--- src/rtl/ysyx_22041207_decode_stage_if.sv ---
// Bundle of all non-clock signals between IF, the decode stage and EX.
//   master : the IF/EX side (drives flush, the IF offer and the EX ready)
//   slave  : the decode stage (drives in_ready, count and the decoded bundle)
// Parameters must match those of the decode stage instance it is bound to.
interface ysyx_22041207_decode_stage_if #(
  parameter int XLEN  = 64,
  parameter int DEPTH = 2
);
  localparam int CW = $clog2(DEPTH) + 1;

  logic              flush;
  logic              in_valid;
  logic              in_ready;
  logic [XLEN-1:0]   in_pc;
  logic [31:0]       in_inst;
  logic              out_valid;
  logic              out_ready;
  logic [XLEN-1:0]   out_pc;
  logic [XLEN-1:0]   out_imm;
  logic [4:0]        out_rs1;
  logic [4:0]        out_rs2;
  logic [4:0]        out_rd;
  logic [4:0]        out_alu_op;
  logic [1:0]        out_sel_a;
  logic [1:0]        out_sel_b;
  logic              out_wen_rd;
  logic [2:0]        out_wb_sel;
  logic              out_mem_ren;
  logic [XLEN/8-1:0] out_mem_wmask;
  logic [3:0]        out_ld_bytes;
  logic              out_ld_sext;
  logic              out_word_op;
  logic              out_branch;
  logic              out_jal;
  logic              out_jalr;
  logic              out_csr_wen;
  logic [1:0]        out_sys;
  logic              out_illegal;
  logic [CW-1:0]     count;

  modport master (
    output flush, in_valid, in_pc, in_inst, out_ready,
    input  in_ready, out_valid, out_pc, out_imm, out_rs1, out_rs2, out_rd,
           out_alu_op, out_sel_a, out_sel_b, out_wen_rd, out_wb_sel,
           out_mem_ren, out_mem_wmask, out_ld_bytes, out_ld_sext, out_word_op,
           out_branch, out_jal, out_jalr, out_csr_wen, out_sys, out_illegal, count
  );

  modport slave (
    input  flush, in_valid, in_pc, in_inst, out_ready,
    output in_ready, out_valid, out_pc, out_imm, out_rs1, out_rs2, out_rd,
           out_alu_op, out_sel_a, out_sel_b, out_wen_rd, out_wb_sel,
           out_mem_ren, out_mem_wmask, out_ld_bytes, out_ld_sext, out_word_op,
           out_branch, out_jal, out_jalr, out_csr_wen, out_sys, out_illegal, count
  );
endinterface

--- src/rtl/ysyx_22041207_decode_stage.sv ---
// Buffered RV decode stage between IF and EX.
// {pc, inst} from IF enter a DEPTH-entry queue; the queue head is decoded
// combinationally and loaded into a single registered output slot whenever
// the slot is empty or being consumed. Up to DEPTH+1 instructions in flight.
// Ports:
//   clk    - clock, all state on posedge
//   rst_n  - asynchronous active-low reset
//   dec_if - slave side of the stage interface (IF offer, EX bundle, flush, count)
// ALU op codes (shared with EX):
//   0 ADD 1 SUB 2 SLL 3 SLT 4 SLTU 5 XOR 6 SRL 7 SRA 8 OR 9 AND
//   10 EQ 11 LOE(>=) 12 LOEU 13 MUL 14 MULH 15 MULHSU 16 MULHU
//   17 DIV 18 DIVU 19 REM 20 REMU 21 PASSB 22 PASSA 23 ANDN(~a & b)
// sel_a=2 selects the zero-extended rs1 field (CSR immediate forms),
// since out_imm already carries the CSR address there.
module ysyx_22041207_decode_stage #(
  parameter int XLEN  = 64,
  parameter int DEPTH = 2,
  parameter bit EN_M  = 1'b1
) (
  input logic clk,
  input logic rst_n,
  ysyx_22041207_decode_stage_if.slave dec_if
);
  localparam int PW = $clog2(DEPTH);
  localparam int CW = PW + 1;
  localparam bit RV64 = (XLEN == 64);
  localparam logic [PW-1:0] PTR_ONE = PW'(1);
  localparam logic [CW-1:0] CNT_ONE = CW'(1);
  localparam logic [CW-1:0] CNT_MAX = CW'(DEPTH);

  localparam logic [4:0] ALU_ADD = 5'd0,  ALU_SUB = 5'd1,  ALU_SLL = 5'd2,  ALU_SLT = 5'd3;
  localparam logic [4:0] ALU_SLTU = 5'd4, ALU_XOR = 5'd5,  ALU_SRL = 5'd6,  ALU_SRA = 5'd7;
  localparam logic [4:0] ALU_OR = 5'd8,   ALU_AND = 5'd9,  ALU_EQ = 5'd10,  ALU_LOE = 5'd11;
  localparam logic [4:0] ALU_LOEU = 5'd12, ALU_MUL = 5'd13, ALU_DIV = 5'd17;
  localparam logic [4:0] ALU_PASSB = 5'd21, ALU_PASSA = 5'd22, ALU_ANDN = 5'd23;

  localparam logic [6:0] OP_LUI = 7'h37, OP_AUIPC = 7'h17, OP_JAL = 7'h6F, OP_JALR = 7'h67;
  localparam logic [6:0] OP_BR = 7'h63, OP_LOAD = 7'h03, OP_STORE = 7'h23, OP_IMM = 7'h13;
  localparam logic [6:0] OP_IMM32 = 7'h1B, OP_OP = 7'h33, OP_OP32 = 7'h3B, OP_SYS = 7'h73;
  localparam logic [6:0] OP_FENCE = 7'h0F;

  typedef struct packed {
    logic [XLEN-1:0]   pc;
    logic [XLEN-1:0]   imm;
    logic [4:0]        rs1;
    logic [4:0]        rs2;
    logic [4:0]        rd;
    logic [4:0]        alu_op;
    logic [1:0]        sel_a;
    logic [1:0]        sel_b;
    logic              wen_rd;
    logic [2:0]        wb_sel;
    logic              mem_ren;
    logic [XLEN/8-1:0] wmask;
    logic [3:0]        ld_bytes;
    logic              ld_sext;
    logic              word_op;
    logic              branch;
    logic              jal;
    logic              jalr;
    logic              csr_wen;
    logic [1:0]        sys;
    logic              illegal;
  } bundle_t;

  logic [XLEN-1:0] pc_mem   [DEPTH];
  logic [31:0]     inst_mem [DEPTH];
  logic [PW-1:0]   wr_ptr_q, wr_ptr_d, rd_ptr_q, rd_ptr_d;
  logic [CW-1:0]   count_q, count_d;
  logic            valid_q, valid_d;
  bundle_t         slot_q, slot_d, dec;
  logic            push, advance;

  logic [XLEN-1:0] head_pc;
  logic [31:0]     head_inst;
  logic [6:0]      opcode, funct7;
  logic [2:0]      funct3;
  logic [63:0]     imm_i64, imm_s64, imm_b64, imm_u64, imm_j64;
  logic [7:0]      wmask8;

  assign head_pc   = pc_mem[rd_ptr_q];
  assign head_inst = inst_mem[rd_ptr_q];
  assign opcode    = head_inst[6:0];
  assign funct3    = head_inst[14:12];
  assign funct7    = head_inst[31:25];

  assign imm_i64 = {{52{head_inst[31]}}, head_inst[31:20]};
  assign imm_s64 = {{52{head_inst[31]}}, head_inst[31:25], head_inst[11:7]};
  assign imm_b64 = {{52{head_inst[31]}}, head_inst[7], head_inst[30:25], head_inst[11:8], 1'b0};
  assign imm_u64 = {{32{head_inst[31]}}, head_inst[31:12], 12'h000};
  assign imm_j64 = {{44{head_inst[31]}}, head_inst[19:12], head_inst[20], head_inst[30:21], 1'b0};

  // ready is purely occupancy based so IF never waits on EX combinationally
  assign dec_if.in_ready = (count_q < CNT_MAX);
  assign push    = dec_if.in_valid && dec_if.in_ready;
  assign advance = (count_q != '0) && (!valid_q || dec_if.out_ready);

  always_comb begin
    dec        = '0;
    wmask8     = 8'h00;
    dec.pc     = head_pc;
    dec.rs1    = head_inst[19:15];
    dec.rs2    = head_inst[24:20];
    dec.rd     = head_inst[11:7];
    dec.alu_op = ALU_ADD;
    dec.sel_a  = 2'd1;
    case (opcode)
      OP_LUI: begin
        dec.imm = imm_u64[XLEN-1:0]; dec.alu_op = ALU_PASSB; dec.wen_rd = 1'b1;
      end
      OP_AUIPC: begin
        dec.imm = imm_u64[XLEN-1:0]; dec.sel_a = 2'd0; dec.wen_rd = 1'b1;
      end
      OP_JAL: begin
        dec.imm = imm_j64[XLEN-1:0]; dec.sel_a = 2'd0; dec.wb_sel = 3'd2;
        dec.jal = 1'b1; dec.wen_rd = 1'b1;
      end
      OP_JALR: begin
        dec.imm = imm_i64[XLEN-1:0]; dec.wb_sel = 3'd2; dec.jalr = 1'b1; dec.wen_rd = 1'b1;
        dec.illegal = (funct3 != 3'd0);
      end
      OP_BR: begin
        // EX takes the branch when the ALU result is zero
        dec.imm = imm_b64[XLEN-1:0]; dec.sel_b = 2'd1; dec.branch = 1'b1;
        case (funct3)
          3'd0: dec.alu_op = ALU_XOR;
          3'd1: dec.alu_op = ALU_EQ;
          3'd4: dec.alu_op = ALU_LOE;
          3'd5: dec.alu_op = ALU_SLT;
          3'd6: dec.alu_op = ALU_LOEU;
          3'd7: dec.alu_op = ALU_SLTU;
          default: dec.illegal = 1'b1;
        endcase
      end
      OP_LOAD: begin
        dec.imm = imm_i64[XLEN-1:0]; dec.mem_ren = 1'b1; dec.wb_sel = 3'd1; dec.wen_rd = 1'b1;
        case (funct3)
          3'd0: begin dec.ld_bytes = 4'd1; dec.ld_sext = 1'b1; end
          3'd1: begin dec.ld_bytes = 4'd2; dec.ld_sext = 1'b1; end
          3'd2: begin dec.ld_bytes = 4'd4; dec.ld_sext = 1'b1; end
          3'd3: begin dec.ld_bytes = 4'd8; dec.illegal = !RV64; end
          3'd4: dec.ld_bytes = 4'd1;
          3'd5: dec.ld_bytes = 4'd2;
          3'd6: begin dec.ld_bytes = 4'd4; dec.illegal = !RV64; end
          default: dec.illegal = 1'b1;
        endcase
      end
      OP_STORE: begin
        dec.imm = imm_s64[XLEN-1:0];
        case (funct3)
          3'd0: wmask8 = 8'h01;
          3'd1: wmask8 = 8'h03;
          3'd2: wmask8 = 8'h0F;
          3'd3: begin wmask8 = 8'hFF; dec.illegal = !RV64; end
          default: dec.illegal = 1'b1;
        endcase
      end
      OP_IMM: begin
        dec.imm = imm_i64[XLEN-1:0]; dec.wen_rd = 1'b1;
        case (funct3)
          3'd0: dec.alu_op = ALU_ADD;
          3'd2: dec.alu_op = ALU_SLT;
          3'd3: dec.alu_op = ALU_SLTU;
          3'd4: dec.alu_op = ALU_XOR;
          3'd6: dec.alu_op = ALU_OR;
          3'd7: dec.alu_op = ALU_AND;
          3'd1: begin
            dec.alu_op  = ALU_SLL;
            dec.illegal = (head_inst[31:26] != 6'b000000) || (!RV64 && head_inst[25]);
          end
          default: begin
            dec.alu_op  = head_inst[30] ? ALU_SRA : ALU_SRL;
            dec.illegal = ((head_inst[31:26] & 6'b101111) != 6'b000000) || (!RV64 && head_inst[25]);
          end
        endcase
      end
      OP_IMM32: begin
        dec.imm = imm_i64[XLEN-1:0]; dec.wen_rd = 1'b1; dec.word_op = 1'b1; dec.wb_sel = 3'd4;
        dec.illegal = !RV64;
        case (funct3)
          3'd0: dec.alu_op = ALU_ADD;
          3'd1: begin dec.alu_op = ALU_SLL; if (funct7 != 7'h00) dec.illegal = 1'b1; end
          3'd5: begin
            dec.alu_op = head_inst[30] ? ALU_SRA : ALU_SRL;
            if (funct7 != 7'h00 && funct7 != 7'h20) dec.illegal = 1'b1;
          end
          default: dec.illegal = 1'b1;
        endcase
      end
      OP_OP: begin
        dec.sel_b = 2'd1; dec.wen_rd = 1'b1;
        if (funct7 == 7'h00) begin
          case (funct3)
            3'd0: dec.alu_op = ALU_ADD;
            3'd1: dec.alu_op = ALU_SLL;
            3'd2: dec.alu_op = ALU_SLT;
            3'd3: dec.alu_op = ALU_SLTU;
            3'd4: dec.alu_op = ALU_XOR;
            3'd5: dec.alu_op = ALU_SRL;
            3'd6: dec.alu_op = ALU_OR;
            default: dec.alu_op = ALU_AND;
          endcase
        end else if (funct7 == 7'h20 && funct3 == 3'd0) dec.alu_op = ALU_SUB;
        else if (funct7 == 7'h20 && funct3 == 3'd5) dec.alu_op = ALU_SRA;
        // M ops are numbered in funct3 order starting at MUL
        else if (funct7 == 7'h01 && EN_M) dec.alu_op = ALU_MUL + {2'b00, funct3};
        else dec.illegal = 1'b1;
      end
      OP_OP32: begin
        dec.sel_b = 2'd1; dec.wen_rd = 1'b1; dec.word_op = 1'b1; dec.wb_sel = 3'd4;
        dec.illegal = !RV64;
        if (funct7 == 7'h00 && funct3 == 3'd0) dec.alu_op = ALU_ADD;
        else if (funct7 == 7'h00 && funct3 == 3'd1) dec.alu_op = ALU_SLL;
        else if (funct7 == 7'h00 && funct3 == 3'd5) dec.alu_op = ALU_SRL;
        else if (funct7 == 7'h20 && funct3 == 3'd0) dec.alu_op = ALU_SUB;
        else if (funct7 == 7'h20 && funct3 == 3'd5) dec.alu_op = ALU_SRA;
        else if (funct7 == 7'h01 && EN_M && funct3 == 3'd0) dec.alu_op = ALU_MUL;
        else if (funct7 == 7'h01 && EN_M && funct3[2]) dec.alu_op = ALU_DIV + {3'b000, funct3[1:0]};
        else dec.illegal = 1'b1;
      end
      OP_SYS: begin
        dec.imm = imm_i64[XLEN-1:0];
        case (funct3)
          3'd0: begin
            if (head_inst[31:20] == 12'h000) dec.sys = 2'd2;
            else if (head_inst[31:20] == 12'h001) dec.sys = 2'd1;
            else if (head_inst[31:20] == 12'h302) dec.sys = 2'd3;
            else dec.illegal = 1'b1;
          end
          3'd4: dec.illegal = 1'b1;
          default: begin
            // rs1 field is the source register or the 5-bit zimm; zero means read-only for set/clear
            dec.sel_a   = funct3[2] ? 2'd2 : 2'd1;
            dec.sel_b   = 2'd3;
            dec.wb_sel  = 3'd5;
            dec.wen_rd  = 1'b1;
            dec.alu_op  = (funct3[1:0] == 2'd1) ? ALU_PASSA :
                          (funct3[1:0] == 2'd2) ? ALU_OR : ALU_ANDN;
            dec.csr_wen = (funct3[1:0] == 2'd1) || (head_inst[19:15] != 5'd0);
          end
        endcase
      end
      OP_FENCE: ;
      default: dec.illegal = 1'b1;
    endcase
    dec.wmask = wmask8[XLEN/8-1:0];
    if (dec.rd == 5'd0) dec.wen_rd = 1'b0;
    if (dec.illegal) begin
      dec.wen_rd = 1'b0; dec.mem_ren = 1'b0; dec.wmask = '0; dec.csr_wen = 1'b0;
      dec.branch = 1'b0; dec.jal = 1'b0; dec.jalr = 1'b0; dec.sys = 2'd0;
    end
  end

  always_comb begin
    wr_ptr_d = wr_ptr_q;
    rd_ptr_d = rd_ptr_q;
    count_d  = count_q;
    valid_d  = valid_q;
    slot_d   = slot_q;
    if (dec_if.flush) begin
      wr_ptr_d = '0;
      rd_ptr_d = '0;
      count_d  = '0;
      valid_d  = 1'b0;
    end else begin
      if (push) wr_ptr_d = wr_ptr_q + PTR_ONE;
      if (advance) begin
        rd_ptr_d = rd_ptr_q + PTR_ONE;
        slot_d   = dec;
        valid_d  = 1'b1;
      end else if (dec_if.out_ready) begin
        valid_d = 1'b0;
      end
      case ({push, advance})
        2'b10:   count_d = count_q + CNT_ONE;
        2'b01:   count_d = count_q - CNT_ONE;
        default: count_d = count_q;
      endcase
    end
  end

  always_ff @(posedge clk) begin
    if (push && !dec_if.flush) begin
      pc_mem[wr_ptr_q]   <= dec_if.in_pc;
      inst_mem[wr_ptr_q] <= dec_if.in_inst;
    end
  end

  always_ff @(posedge clk or negedge rst_n) begin
    if (!rst_n) begin
      wr_ptr_q <= '0;
      rd_ptr_q <= '0;
      count_q  <= '0;
      valid_q  <= 1'b0;
      slot_q   <= '0;
    end else begin
      wr_ptr_q <= wr_ptr_d;
      rd_ptr_q <= rd_ptr_d;
      count_q  <= count_d;
      valid_q  <= valid_d;
      slot_q   <= slot_d;
    end
  end

  assign dec_if.count         = count_q;
  assign dec_if.out_valid     = valid_q;
  assign dec_if.out_pc        = slot_q.pc;
  assign dec_if.out_imm       = slot_q.imm;
  assign dec_if.out_rs1       = slot_q.rs1;
  assign dec_if.out_rs2       = slot_q.rs2;
  assign dec_if.out_rd        = slot_q.rd;
  assign dec_if.out_alu_op    = slot_q.alu_op;
  assign dec_if.out_sel_a     = slot_q.sel_a;
  assign dec_if.out_sel_b     = slot_q.sel_b;
  assign dec_if.out_wen_rd    = slot_q.wen_rd;
  assign dec_if.out_wb_sel    = slot_q.wb_sel;
  assign dec_if.out_mem_ren   = slot_q.mem_ren;
  assign dec_if.out_mem_wmask = slot_q.wmask;
  assign dec_if.out_ld_bytes  = slot_q.ld_bytes;
  assign dec_if.out_ld_sext   = slot_q.ld_sext;
  assign dec_if.out_word_op   = slot_q.word_op;
  assign dec_if.out_branch    = slot_q.branch;
  assign dec_if.out_jal       = slot_q.jal;
  assign dec_if.out_jalr      = slot_q.jalr;
  assign dec_if.out_csr_wen   = slot_q.csr_wen;
  assign dec_if.out_sys       = slot_q.sys;
  assign dec_if.out_illegal   = slot_q.illegal;
endmodule

--- src/flat_wrapper.sv ---
// flat-port wrapper written by rule: the top's interface ports become plain ports
module ysyx_22041207_decode_stage_flat 
#(
  parameter int XLEN  = 64,
  parameter int DEPTH = 2,
  parameter bit EN_M  = 1'b1
)
  (clk, rst_n, dec_if_flush, dec_if_in_valid, dec_if_in_pc, dec_if_in_inst, dec_if_out_ready, dec_if_in_ready, dec_if_out_valid, dec_if_out_pc, dec_if_out_imm, dec_if_out_rs1, dec_if_out_rs2, dec_if_out_rd, dec_if_out_alu_op, dec_if_out_sel_a, dec_if_out_sel_b, dec_if_out_wen_rd, dec_if_out_wb_sel, dec_if_out_mem_ren, dec_if_out_mem_wmask, dec_if_out_ld_bytes, dec_if_out_ld_sext, dec_if_out_word_op, dec_if_out_branch, dec_if_out_jal, dec_if_out_jalr, dec_if_out_csr_wen, dec_if_out_sys, dec_if_out_illegal, dec_if_count);
  ysyx_22041207_decode_stage_if #(.XLEN(XLEN), .DEPTH(DEPTH)) dec_if_i ();
  input logic clk;
  input logic rst_n;
  input wire logic [$bits(dec_if_i.flush)-1:0] dec_if_flush;
  input wire logic [$bits(dec_if_i.in_valid)-1:0] dec_if_in_valid;
  input wire logic [$bits(dec_if_i.in_pc)-1:0] dec_if_in_pc;
  input wire logic [$bits(dec_if_i.in_inst)-1:0] dec_if_in_inst;
  input wire logic [$bits(dec_if_i.out_ready)-1:0] dec_if_out_ready;
  output wire logic [$bits(dec_if_i.in_ready)-1:0] dec_if_in_ready;
  output wire logic [$bits(dec_if_i.out_valid)-1:0] dec_if_out_valid;
  output wire logic [$bits(dec_if_i.out_pc)-1:0] dec_if_out_pc;
  output wire logic [$bits(dec_if_i.out_imm)-1:0] dec_if_out_imm;
  output wire logic [$bits(dec_if_i.out_rs1)-1:0] dec_if_out_rs1;
  output wire logic [$bits(dec_if_i.out_rs2)-1:0] dec_if_out_rs2;
  output wire logic [$bits(dec_if_i.out_rd)-1:0] dec_if_out_rd;
  output wire logic [$bits(dec_if_i.out_alu_op)-1:0] dec_if_out_alu_op;
  output wire logic [$bits(dec_if_i.out_sel_a)-1:0] dec_if_out_sel_a;
  output wire logic [$bits(dec_if_i.out_sel_b)-1:0] dec_if_out_sel_b;
  output wire logic [$bits(dec_if_i.out_wen_rd)-1:0] dec_if_out_wen_rd;
  output wire logic [$bits(dec_if_i.out_wb_sel)-1:0] dec_if_out_wb_sel;
  output wire logic [$bits(dec_if_i.out_mem_ren)-1:0] dec_if_out_mem_ren;
  output wire logic [$bits(dec_if_i.out_mem_wmask)-1:0] dec_if_out_mem_wmask;
  output wire logic [$bits(dec_if_i.out_ld_bytes)-1:0] dec_if_out_ld_bytes;
  output wire logic [$bits(dec_if_i.out_ld_sext)-1:0] dec_if_out_ld_sext;
  output wire logic [$bits(dec_if_i.out_word_op)-1:0] dec_if_out_word_op;
  output wire logic [$bits(dec_if_i.out_branch)-1:0] dec_if_out_branch;
  output wire logic [$bits(dec_if_i.out_jal)-1:0] dec_if_out_jal;
  output wire logic [$bits(dec_if_i.out_jalr)-1:0] dec_if_out_jalr;
  output wire logic [$bits(dec_if_i.out_csr_wen)-1:0] dec_if_out_csr_wen;
  output wire logic [$bits(dec_if_i.out_sys)-1:0] dec_if_out_sys;
  output wire logic [$bits(dec_if_i.out_illegal)-1:0] dec_if_out_illegal;
  output wire logic [$bits(dec_if_i.count)-1:0] dec_if_count;
  assign dec_if_i.flush = dec_if_flush;
  assign dec_if_i.in_valid = dec_if_in_valid;
  assign dec_if_i.in_pc = dec_if_in_pc;
  assign dec_if_i.in_inst = dec_if_in_inst;
  assign dec_if_i.out_ready = dec_if_out_ready;
  assign dec_if_in_ready = dec_if_i.in_ready;
  assign dec_if_out_valid = dec_if_i.out_valid;
  assign dec_if_out_pc = dec_if_i.out_pc;
  assign dec_if_out_imm = dec_if_i.out_imm;
  assign dec_if_out_rs1 = dec_if_i.out_rs1;
  assign dec_if_out_rs2 = dec_if_i.out_rs2;
  assign dec_if_out_rd = dec_if_i.out_rd;
  assign dec_if_out_alu_op = dec_if_i.out_alu_op;
  assign dec_if_out_sel_a = dec_if_i.out_sel_a;
  assign dec_if_out_sel_b = dec_if_i.out_sel_b;
  assign dec_if_out_wen_rd = dec_if_i.out_wen_rd;
  assign dec_if_out_wb_sel = dec_if_i.out_wb_sel;
  assign dec_if_out_mem_ren = dec_if_i.out_mem_ren;
  assign dec_if_out_mem_wmask = dec_if_i.out_mem_wmask;
  assign dec_if_out_ld_bytes = dec_if_i.out_ld_bytes;
  assign dec_if_out_ld_sext = dec_if_i.out_ld_sext;
  assign dec_if_out_word_op = dec_if_i.out_word_op;
  assign dec_if_out_branch = dec_if_i.out_branch;
  assign dec_if_out_jal = dec_if_i.out_jal;
  assign dec_if_out_jalr = dec_if_i.out_jalr;
  assign dec_if_out_csr_wen = dec_if_i.out_csr_wen;
  assign dec_if_out_sys = dec_if_i.out_sys;
  assign dec_if_out_illegal = dec_if_i.out_illegal;
  assign dec_if_count = dec_if_i.count;
  ysyx_22041207_decode_stage #(.XLEN(XLEN), .DEPTH(DEPTH), .EN_M(EN_M)) u_core (.clk(clk), .rst_n(rst_n), .dec_if(dec_if_i));
endmodule
--- config.mk ---
export PLATFORM = sky130hd
export DESIGN_NAME = ysyx_22041207_decode_stage_flat
export DESIGN_NICKNAME = d
export VERILOG_FILES = /design/src/rtl/ysyx_22041207_decode_stage_if.sv /design/src/rtl/ysyx_22041207_decode_stage.sv /design/src/flat_wrapper.sv
export SDC_FILE = /design/constraint.sdc
export NUM_CORES = 1
export LEC_CHECK = 0
export BUFFER_PORTS_ARGS = -buffer_cell sky130_fd_sc_hd__buf_2
export CAP_MARGIN = 20
export CORE_MARGIN = 4
export CORE_UTILIZATION = 40
export DETAILED_ROUTE_END_ITERATION = 8
export GPL_TIMING_DRIVEN = 0
export HOLD_SLACK_MARGIN = 0.02
export PLACE_DENSITY = 0.72
export SYNTH_ARGS = -nofsm -noshare
export SYNTH_HDL_FRONTEND = slang
export SYNTH_SLANG_ARGS = --single-unit
--- constraint.sdc ---
create_clock -name clk -period 11.4 [get_ports clk]
set_clock_uncertainty 0.2 [all_clocks]
set_input_delay 2.28 -clock clk [delete_from_list [all_inputs] [get_ports clk]]
set_output_delay 2.28 -clock clk [all_outputs]
set_load 0.02 [all_outputs]
## Yosys cells after proc, flatten, opt, wreduce, memory -nomap -nowiden

Memories as Yosys holds them, arrays and structs flattened. A register that Yosys moved wholly into a read port is not among the register bits.
Cells that the tools add are included.

- Register bits after elaboration: 119
- RAM bits: 192
- Input bits: 101
- Memories: 2

Memories:

| memory | depth | width | rd ports | clocked after Yosys merged registers in | wr ports | line | RTL |
|---|---|---|---|---|---|---|---|
| u_core.pc_mem | 2 | 64 | 1 | 1 | 1 | ysyx_22041207_decode_stage.sv:66 | `logic [XLEN-1:0] pc_mem [DEPTH];` |
| u_core.inst_mem | 2 | 32 | 1 | 0 | 1 | ysyx_22041207_decode_stage.sv:67 | `logic [31:0] inst_mem [DEPTH];` |

- Add/sub/neg operators: 6
- Order comparisons: 1
- Equal/unequal tests: 29
- Muxes and demuxes: 80
- Bitwise gates (word level): 1
- Reductions and logical operators: 47

Operators by type and width:

| kind | count |
|---|---|
| case mux 64 bit (5 select lines) | 1 |
| two-way mux 5 bit | 14 |
| case mux 5 bit (7 select lines) | 2 |
| two-way mux 1 bit | 38 |
| == test 7 x 6 -> 1 bit, second input constant | 5 |
| case mux 8 bit (4 select lines) | 1 |
| == test 7 bit, second input constant | 4 |
| case mux 4 bit (7 select lines) | 1 |
| case mux 4 bit (6 select lines) | 1 |
| == test 7 x 5 -> 1 bit, second input constant | 3 |
| case mux 4 bit (4 select lines) | 1 |
| OR reduction 2 bit | 7 |
| two-way mux 13 bit | 1 |
| == test 12 x 1 -> 1 bit, second input constant | 1 |
| == test 12 x 10 -> 1 bit, second input constant | 1 |
| == test 3 bit, second input constant | 4 |
| logical NOT 12 bit | 1 |
| two-way mux 2 bit | 6 |
| case mux 2 bit (2 select lines) | 3 |
| case mux 3 bit (4 select lines) | 1 |
| nonzero test 6 bit | 2 |
| OR reduction 6 bit | 2 |
| logical AND 1 bit | 11 |
| case mux 1 bit (10 select lines) | 1 |
| other kinds (37) | 52 |

## Logic depth before layout (Yosys ltp)

An unclocked memory read counts as a cell.

- Word-level depth: 12
- Gate-level depth with buffers: 14

## Worst setup path before layout

No wires, ideal clock.

- Kind: in2reg
- From: input dec_if_flush
- To: memory u_core.inst_mem[1][0], enable pin
- Setup time: 0.688 ns
- Arrival: 9.469 ns
- Required time: 10.512 ns
- Slack: 1.042 ns
- Cell stages on the path: 2
- Cells stage by stage: clkbuf_1 -> nor3b_1

- Longest elaborated chain between the ends: 4

RTL lines:

| element | line | RTL |
|---|---|---|
| from (decl) | flat_wrapper.sv:12 | `input wire logic [$bits(dec_if_i.flush)-1:0] dec_if_flush;` |
| logical NOT 1 bit | ysyx_22041207_decode_stage.sv:283 | `if (push && !dec_if.flush) begin` |
| logical AND 1 bit | ysyx_22041207_decode_stage.sv:283 |  |
| two-way mux 1 bit | ysyx_22041207_decode_stage.sv:283 |  |
| two-way mux 1 bit (implied by the code) | ysyx_22041207_decode_stage.sv:285 | `inst_mem[wr_ptr_q] <= dec_if.in_inst;` |
| to (decl) | ysyx_22041207_decode_stage.sv:67 |  |

Every way passes these cells.

## Worst setup path after layout

- From: input dec_if_out_ready
- To: register u_core.slot_q (netlist bit u_core.dec_if.out_imm[7])

- Longest elaborated chain between the ends: 3

RTL lines:

| element | line | RTL |
|---|---|---|
| from (decl) | flat_wrapper.sv:16 | `input wire logic [$bits(dec_if_i.out_ready)-1:0] dec_if_out_ready;` |
| logical OR 1 bit | ysyx_22041207_decode_stage.sv:96 | `assign advance = (count_q != '0) && (!valid_q \|\| dec_if.out_ready);` |
| logical AND 1 bit | ysyx_22041207_decode_stage.sv:96 |  |
| AND reduction 2 bit (no line) | -- |  |
| to (signal assigned) | ysyx_22041207_decode_stage.sv:301 | `slot_q <= slot_d;` |
| to (decl) | ysyx_22041207_decode_stage.sv:71 | `bundle_t slot_q, slot_d, dec;` |

Every way passes these cells.
A chain may end at the register's enable or synchronous reset.

==> summary.md <==
Of the cells placed in the final design, the portion with a size suffix greater than 1 is 29.6%. The maximum buffer depth of the clock tree was 3; the fmax was 194 MHz. The total negative slack for setup checks is 0 ps. The layout has 3061 filler cells. In this run the tightest slew margin relative to its limit is 18.5%.

The tools report the wire length of the first global-routing pass as 63000 um. The worst min-delay path startpoint is u_core.dec_if.out_jalr. The routed via count divided by cell count works out to 5.40. After synthesis, the share of flip-flops with an asynchronous set or reset is 43.4%. Once the clock tree was built, the resizer swapped 0 gates to a different size. Routability-driven placement finished with a final weighted congestion of 0.983. Once detail routing completed, the nets flagged for antenna violations numbered 0. TritonCTS built the clock tree.

The area of the placeable core came out at 34700 um^2. The worst setup path is launched from an input pin. STA puts the critical path data required time at 11610 ps. The final critical-path share of the clock period was 45.2%; the number of failing hold endpoints at the final stage was 0. Compared with the post-synthesis result, the final layout area differs by 24.1%. The analysis attributes to cell leakage a power of 7.38 nW. Along the worst path, the maximum fanout reaches 10. For the number of post-CTS setup repair buffers, the log shows 0.

In the global route stage, overall resource usage came out at 21.1%. Summing every instance area after synthesis gives 14100 um^2. For the I/O pin count, the log shows 283. The number of distinct library cell variants in the gate-level netlist after synthesis came out at 81. The post-layout net count is 1538, and the number of max-cap violations is 0. Wires add up to 41600 um. Mean instance size in the synthesized netlist: 13.0 um^2. The smallest clock period supported by the final layout is computed as 5150 ps. The share of Yosys cell area claimed by the top area cell type was 40.8%.

The Yosys warning count is 0, and the cell row count is 68. The simple-gate portion of the synthesized area is 8.68%. The number of hold-repair buffers added at the cts stage is 0, and the count of vias placed by the detailed router is 10300. For this run, the number of standard cells in the final layout without fillers is 1911.

The synthesized netlist devotes 11.9% of its cell area to compound gates. For this configuration, the core starts out at a cell density of 40.7%. Counting tap cells, the placed design contains a total of 1843 instances. By area, the combinational part of the netlist is dominated by compound AO/OA/AOI/OAI gates. The overall overflow remaining after global route was 0; the quantity of I/O buffers inserted on ports was 281. For the worst setup path, the data arrival time is 5360 ps.

The worst register-to-register path begins at u_core.rd_ptr_q. After detailed routing, the average wire length per cell comes to 21.8 um. After synthesis the netlist holds a flip-flop and latch count of 339.

Utilization after layout: 50.5%. Sorting the synthesized cells by area gives the leading types as edfxtp_1 (41%), dfrtp_1 (26%), mux2i_1 (6.5%). Of the post-synthesis cell area, the part taken by muxes is 7.40%.

The worst hold path was traced through 2 stages. The count of routing violations after the opening detailed-route iteration is 649, and the number of antenna violations at the first check in global routing is 6. Of the total synthesized cell area, the portion taken by full adders, half adders and majority gates is 0.974%.

The slew of the pin with the lowest slew margin came out at 1220 ps. For this design the ratio of total power to cell area is 177 nW/um^2. Clock-pin slew was measured on the worst setup and hold paths at 60 ps. Of the total synthesized cell area, the portion taken by XOR and XNOR cells is 0.0620%. Setup repair after global routing left no endpoint under its margin. The die footprint was 38400 um^2; the die boundary width was 196 um. The clock root buffer is clkbuf_16. The tools report the number of global-route vias before repair as 10300. The length in cells of the worst reg-to-reg path is 14, and the flip-flop and latch area is 9440 um^2. Sum of internal, switching and leakage power: 3.11 mW.

Among all flip-flop cells after synthesis, the most frequent one is edfxtp_1. The critical path starts at dec_if_out_ready. The type of the worst setup path was input pin to flop.

Across the VDD grid, the largest voltage drop is 0.161 mV. In this run the vertical extent of the chip is 196 um. Synthesis handed over a netlist of 1086 instances. STA classifies the critical path endpoint as a flop. The clock reaches the later pin of the worst-skew pair after 530 ps. The number of nets in the synthesized netlist is 1198.

Of the synthesized area, sequential elements account for 66.9%. The path class of the lowest-slack min-delay path is flop to flop. Once detailed placement completed, the half-perimeter wirelength came to 31200 um. Of all cell types, the one taking the most synthesized area is edfxtp_1.

The flow ran to the end, and the final reports show no timing, DRC or antenna violations. The first TritonRoute pass finished after 5 iterations. The number of enable-type register cells in the synthesized netlist was 192. Clock tree synthesis inserted a total of 36 buffers.

The final setup violation count is 0. The tree built by TritonCTS fans out to 339 sinks. The pin count of the biggest net entering global routing is 78, and the area of the multi-input gates is 4120 um^2. For this run, design rule violations remaining after detail routing come to 0. Depth of the CTS H-tree: 2. The number of max-slew violations in the final report is 0.
==> final timing paths <==
kind | endpoint | slack (ps)
max | u_core.dec_if.out_imm[7] | 6250
min | u_core.dec_if.out_jalr | 270
max reg2reg | u_core.dec_if.out_alu_op[0] | 6480
min reg2reg | u_core.dec_if.out_jalr | 270
max in group asynchronous | u_core.dec_if.out_pc[29] | 8550
min in group asynchronous | u_core.dec_if.out_pc[37] | 1570
==> flip-flops by register name, summed over array words and instances, names as in the netlist, 2 cells and up <==
| signal | flops |
|---|---|
| u_core.pc_mem | 128 |
| u_core.dec_if.out_pc | 64 |
| u_core.inst_mem | 64 |
| u_core.dec_if.out_imm | 32 |
| u_core.dec_if.out_alu_op | 5 |
| u_core.dec_if.out_rd | 5 |
| u_core.dec_if.out_rs1 | 5 |
| u_core.dec_if.out_rs2 | 5 |
| u_core.dec_if.out_ld_bytes | 4 |
| u_core.dec_if.out_mem_wmask | 4 |
| u_core.dec_if.out_wb_sel | 3 |
| u_core.dec_if.count | 2 |
| u_core.dec_if.out_sel_a | 2 |
| u_core.dec_if.out_sel_b | 2 |
| u_core.dec_if.out_sys | 2 |
==> routing by layer <==
layer / part of all wire (%) / GRT usage (%) / routed length (um) / vias to the layer above
met4: 3.8 / 7.86 / 1570 / 10
met1: 41 / 28.2 / 17000 / 5081
met3: 9.0 / 5.60 / 3760 / 92
li1: - / - / - / 4703
met5: 0.12 / 0 / 49 / -
met2: 46 / 33.5 / 19300 / 426
==> final cells by class <==
| cell class | instances | area share (%) |
|---|---|---|
| antenna | 2 | 0.0286 |
| buffer | 97 | 2.99 |
| clock buffer | 53 | 5.73 |
| clock inverter | 13 | 0.807 |
| inverter | 14 | 0.300 |
| multi-input combinational | 636 | 23.5 |
| sequential | 339 | 53.9 |
| tap | 455 | 3.25 |
| timing repair buffer | 302 | 9.50 |
==> worst max-delay path, cell delays in order <==
cell and delay, ps:
buf_2 110, nor2b_1 100, clkbuf_1 280, or3_1 470, clkbuf_1 650, clkbuf_1 500
clkbuf_1 600, nor2_1 110, a22o_1 230
==> metrics by stage <==
stage	area (um^2)	hold slack [ps]	setup slack (ps)
after global routing	17500	299	6010
final	17500	274	6250
after detailed placement	16400	266	5650
after floorplan	14100	305	1040
after CTS	17500	279	6210
after global placement	16100	255	-3370
==> logic make-up after synthesis <==
group	after synthesis
DFF	339
adders and majority gates	11
xor gates and xnor gates	1
muxes	103
and+or+nand+nor	271
AOI/OAI and AO/OA	250
buffers and inverters	111
==> cells in the mapped netlist, types with 5 or more instances <==
master,instances
nand3_1,12
buf_2,14
mux2i_1,92
nor2_1,35
nor3_1,11
ha_1,11
and2_1,8
clkbuf_1,43
dfrtp_1,147
a31oi_1,11
o22ai_1,6
buf_4,36
o21ai_0,107
or3_1,5
nor4_1,5
edfxtp_1,192
inv_1,14
a21oi_1,19
o31ai_1,9
a22o_1,11
o311ai_0,12
mux2_2,11
nand2_1,163
a22oi_1,5
a221o_1,11
==> placed cells by master (no fill, tap or decap), types with 5 or more instances in the layout <==
cell and n:
clkbuf_1 56, clkbuf_16 36, inv_1 14, nand2_1 163, clkinv_2 5, buf_4 38
edfxtp_1 192, buf_2 294, a22o_1 11, buf_6 18, or3_1 5, nor4_1 5
o21ai_0 107, o311ai_0 12, nand3_1 12, o22ai_1 6, nor3_1 9, a31oi_1 11
a22oi_1 5, dfrtp_1 147, o31ai_1 9, and2_1 8, mux2_2 11, a221o_1 11
nor2_1 35, mux2i_1 92, a21oi_1 19, ha_1 11
==> power breakdown <==
group	internal, mW	switching, mW
clock	0.663	0.475
sequential	1.41	0.0595
combinational	0.166	0.337
Note: power is estimated with default switching activity, not from simulation.
